==> src/rtl/instr_loader.sv <==
// Streams a program into the cell chain one word per cycle, issues a call, then waits for ret.
// Accepted words appear one cycle later; prog_ready is high only while loading.
module instr_loader #(
  parameter int INSTR_DATA_WIDTH = 32,
  parameter int INSTR_ADDR_WIDTH = 6,
  parameter int INSTR_HOPS_WIDTH = 4,
  parameter int MAX_WORDS        = 1024,
  parameter int TIMEOUT_CYCLES   = 65535,
  localparam int CW = $clog2(MAX_WORDS + 1)
) (
  input  logic                        clk,
  input  logic                        rst_n,
  input  logic                        start,
  input  logic                        prog_valid,
  output logic                        prog_ready,
  input  logic [INSTR_DATA_WIDTH-1:0] prog_data,
  input  logic [INSTR_ADDR_WIDTH-1:0] prog_addr,
  input  logic [INSTR_HOPS_WIDTH-1:0] prog_hops,
  input  logic                        prog_last,
  output logic [INSTR_DATA_WIDTH-1:0] instr_data_out,
  output logic [INSTR_ADDR_WIDTH-1:0] instr_addr_out,
  output logic [INSTR_HOPS_WIDTH-1:0] instr_hops_out,
  output logic                        instr_en_out,
  output logic                        call_out,
  input  logic                        ret_in,
  output logic                        busy,
  output logic                        done,
  output logic                        error,
  output logic [CW-1:0]               word_count
);

  localparam int TW = $clog2(TIMEOUT_CYCLES + 1);
  localparam logic [CW-1:0] MAX_W   = CW'(MAX_WORDS);
  localparam logic [CW-1:0] LAST_W  = CW'(MAX_WORDS - 1);
  localparam logic [TW-1:0] TO_LAST = TW'(TIMEOUT_CYCLES - 1);

  typedef enum logic [2:0] {IDLE, LOAD, CALL, WAIT_RET, FINISH} state_t;

  state_t        state;
  logic [TW-1:0] tcnt;

  assign prog_ready = (state == LOAD);
  assign busy       = (state != IDLE);

  always_ff @(posedge clk or negedge rst_n) begin
    if (!rst_n) begin
      state          <= IDLE;
      tcnt           <= '0;
      instr_data_out <= '0;
      instr_addr_out <= '0;
      instr_hops_out <= '0;
      instr_en_out   <= 1'b0;
      call_out       <= 1'b0;
      done           <= 1'b0;
      error          <= 1'b0;
      word_count     <= '0;
    end else begin
      instr_en_out <= 1'b0;
      call_out     <= 1'b0;
      done         <= 1'b0;
      case (state)
        IDLE: begin
          if (start) begin
            state      <= LOAD;
            word_count <= '0;
            error      <= 1'b0;
          end
        end
        LOAD: begin
          if (prog_valid) begin
            instr_data_out <= prog_data;
            instr_addr_out <= prog_addr;
            instr_hops_out <= prog_hops;
            instr_en_out   <= 1'b1;
            if (word_count != MAX_W) word_count <= word_count + 1'b1;
            // An unterminated program that fills the budget is still called, but flagged.
            if (prog_last) begin
              state <= CALL;
            end else if (word_count == LAST_W) begin
              error <= 1'b1;
              state <= CALL;
            end
          end
        end
        CALL: begin
          call_out <= 1'b1;
          tcnt     <= '0;
          state    <= WAIT_RET;
        end
        WAIT_RET: begin
          // ret on the final allowed cycle wins over the timeout.
          if (ret_in) begin
            state <= FINISH;
          end else if (tcnt == TO_LAST) begin
            error <= 1'b1;
            state <= FINISH;
          end else begin
            tcnt <= tcnt + 1'b1;
          end
        end
        FINISH: begin
          done  <= 1'b1;
          state <= IDLE;
        end
        default: state <= IDLE;
      endcase
    end
  end

endmodule

==> config.mk <==
export PLATFORM = sky130hd
export DESIGN_NAME = instr_loader
export DESIGN_NICKNAME = d
export VERILOG_FILES = /design/src/rtl/instr_loader.sv
export SDC_FILE = /design/constraint.sdc
export NUM_CORES = 1
export LEC_CHECK = 0
export ABC_AREA = 1
export ABC_CLOCK_PERIOD_IN_PS = 1550
export BUFFER_PORTS_ARGS = -buffer_cell sky130_fd_sc_hd__buf_2
export CORE_MARGIN = 2
export CORE_UTILIZATION = 25
export CTS_BUF_LIST = sky130_fd_sc_hd__clkbuf_8
export DETAILED_ROUTE_END_ITERATION = 12
export GPL_TIMING_DRIVEN = 0
export PLACE_DENSITY_LB_ADDON = 0.12
export SYNTH_ARGS = -nofsm -noshare
export SYNTH_HDL_FRONTEND = slang
export SYNTH_SLANG_ARGS = --single-unit
export TNS_END_PERCENT = 20
==> constraint.sdc <==
create_clock -name clk -period 1.55 [get_ports clk]
set_clock_uncertainty 0.15 [all_clocks]
set_input_delay 0.0775 -clock clk [delete_from_list [all_inputs] [get_ports clk]]
set_output_delay 0.0775 -clock clk [all_outputs]
set_load 0.05 [all_outputs]
==> flow_metrics.py <==
metrics = {
    "run_status": {
        "outcome": "finished, violations left",
        "violations": "setup timing",
    },
    "cells_and_area": {
        "final_common_cell": "nand2_1",
        "final_area_sq_um": 5910,
        "drive_gt1_share_pct": 39.8,
        "nets": 726,
        "diodes": 0,
        "syn2layout_area_growth_pct": 56.5,
        "final_cell_mix": "nand2_1 (180), buf_2 (103), dfrtp_1 (66), dlygate4sd3_1 (44), buf_4 (36)",
    },
    "die": {
        "die_w_um": 127,
        "fp.dieH_um": 127,
        "dieArea_sq_um": 16100,
        "initial_core_util_pct": 25.8,
        "core_sq_um": 14600,
        "row_count": 44,
        "ioPinCount": 107,
    },
    "timing": {
        "hold_slack_ps": 31.9,
        "fin_ws_ps": -126,
        "fin_tns_setup_ps": -4270,
        "rsz0062_at_grt": "true",
        "hold_violations": 0,
        "post-route-period-util_pct": 108,
        "maxSlewHeadroom_pct": 72.5,
        "max_freq_ghz": 0.597,
        "setup_viol": 68,
        "worstMarginPinSlew_ps": 413,
        "maxSlewViolCount": 0,
        "period_needed_ps": 1680,
    },
    "yosys": {
        "ys.flop_type": "dfrtp_1",
        "synth_top_area_cell": "dfrtp_1",
        "synth_edf_count": 0,
        "yosys.area.top_type_share_pct": 50.3,
        "ys_ff_latch": 76,
        "async_flop_share_pct": 100,
        "ys_seq_area_share_pct": 50.3,
        "synth_area_sq_um": 3780,
        "synth_area_leaders": "dfrtp_1 (50%), nand2_1 (22%), inv_1 (3.9%)",
        "synth_fp_nets": 527,
        "avgSynthCellArea_sq_um": 7.95,
        "yosys.cell_types.count": 29,
        "synth_cells": 475,
        "ys_warn_count": 0,
    },
    "pwr": {
        "irDropWorstVdd_mv": 0.768,
        "internal_power_mw": 5.29,
        "p_clk_share_pct": 14.6,
        "p_sw_mw": 5.35,
        "finalPower_mw": 10.6,
        "switching_share_pct": 50.3,
        "p_leak_nw": 3.02,
        "seqPwrFrac_pct": 28.0,
        "p_per_area_nw_per_um2": 1800,
        "p_comb_share_pct": 57.4,
    },
    "job": {
        "maxCapViolations": 0,
    },
    "clock_tree": {
        "clock_path_buffers": 2,
        "cts_buffers": 9,
        "clk_latency_ps": 360,
        "cts_htree_levels": 3,
        "clkTransAtPathRegs_ps": 80,
        "cts_root_buf": "clkbuf_8",
        "cts_tree": "built",
        "clkSinkCount": 76,
    },
    "critical_path": {
        "crit_fanout": 5,
        "critical_path.endpoint_type": "flop",
        "crit_path_start": "word_count[0]",
        "r2r-start": "word_count[0]",
        "cp-start-kind": "flop",
        "crit_required_ps": 1660,
        "critical_path_class": "reg2reg",
        "cp.arrival_ps": 1780,
    },
    "grt": {
        "antenna_found_initial": 0,
        "grt_max_degree": 49,
        "grt_pass1_wl_mm": 17.9,
        "grt_pass1_vias": 3627,
        "track_usage_pct": 13.9,
        "gr-total-overflow": 0,
    },
    "routing": {
        "drtAntennaViolNets": 0,
        "firstDrtPassIters": 4,
        "drc": 0,
        "via_per_inst": 4.23,
        "dr_total_vias": 3652,
        "drt_iter0_drc": 205,
        "wl_per_cell_um": 12.8,
        "drt_wl_total_mm": 11.0,
    },
    "worst_hold_path": {
        "min_from": "prog_last",
        "hp-class": "in2reg",
    },
    "placement": {
        "place_congestion": 0.804,
        "placed_area_sq_um": 4620,
        "dp_slack_ps": -310,
        "port_buffers": 106,
        "hpwl_mm": 7.21,
    },
}
metrics by stage:
stage / std cells / util [%]
6_report: 863 / 40.4
5_1_grt: 863 / 40.4
4_1_cts: 844 / 37.8
3_5_place_dp: 766 / 31.5
3_3_place_gp: 765 / 31.3
2_1_floorplan: 475 / -
repair_timing:
item,4_1_cts,5_1_grt
cloned,1,2
pin swaps,14,19
setup buffers,17,17
hold endpoints to repair,119,0
resized for setup,45,72
setup endpoints to repair,75,76
hold buffers,44,0
layer usage:
layer / up-vias / GRT usage [%] / wire [um]
li1: 1868 / - / -
met1: 1683 / 19.3 / 5410
met2: 91 / 21.4 / 4980
met3: 10 / 2.49 / 472
met4: 0 / 5.95 / 159
met5: - / 0 / 0
synth_stat cells, types with 2 or more instances:
cell type  number
nand3_1        24
nor2_4          2
nor3_1          5
ha_1            4
buf_6           8
dfrtp_1        76
inv_2           4
buf_4           5
xor2_1          8
o21ai_0        15
inv_1          39
xnor2_1         3
o21ai_2         5
nand3b_1        2
nor2_2          3
nor2_1         30
a21oi_2         2
nand3_2         2
nand2_1       218
nand4_1         8
nand2_2         4
worst paths after layout:
kind | cells after the start | slack (ps) | to
max | 10 | -130 | word_count[8]
min | 6 | 30 | error
max reg2reg | 10 | -130 | word_count[8]
min reg2reg | 1 | 310 | done
max in group asynchronous | 3 | 590 | word_count[0]
min in group asynchronous | 2 | 40 | instr_data_out[13]
logic make-up after synthesis:
group           share of synthesized area [%]
compound gates                           4.30
xor+xnor                                 2.55
fa+ha+maj                                1.32
buf+inv                                  7.65
flops                                    50.3
simple gates                             33.8
worst max-delay path, stage by stage (launching register included):
cell and delay, ps:
dfrtp_2 440, inv_2 80, ha_4 130, nand2_4 50, nor3_4 210, nand3_4 100, nand3_4 110, buf_8 150
inv_4 40, nand2_2 50, nand2_1 40
power by group through the flow:
stage                     clock, mW  sequential [mW]  combinational (mW)
after global placement            0             2.98                4.92
after global routing           1.71             3.05                6.59
final                          1.55             2.98                6.11
after CTS                      1.61             2.97                5.43
after detailed placement          0             3.00                4.94
after floorplan                   0             4.95                1.73
flip-flops by register name (all words and copies together), names as in the netlist, 3 cells and up:
register        flops
instr_hops_out      4
state               3
instr_data_out     32
word_count         11
instr_addr_out      6
tcnt               16
final cells by class:
| type | count | area [sq um] |
|---|---|---|
| Buffer | 13 | 166 |
| Fill cell | 1497 | 8730 |
| Multi-Input combinational cell | 343 | 1910 |
| Inverter | 43 | 176 |
| Clock buffer | 9 | 124 |
| Sequential cell | 76 | 1910 |
| Clock inverter | 7 | 68.8 |
| Timing Repair Buffer | 188 | 1330 |
| Tap cell | 184 | 230 |
Power figures use the tool's default switching activity.
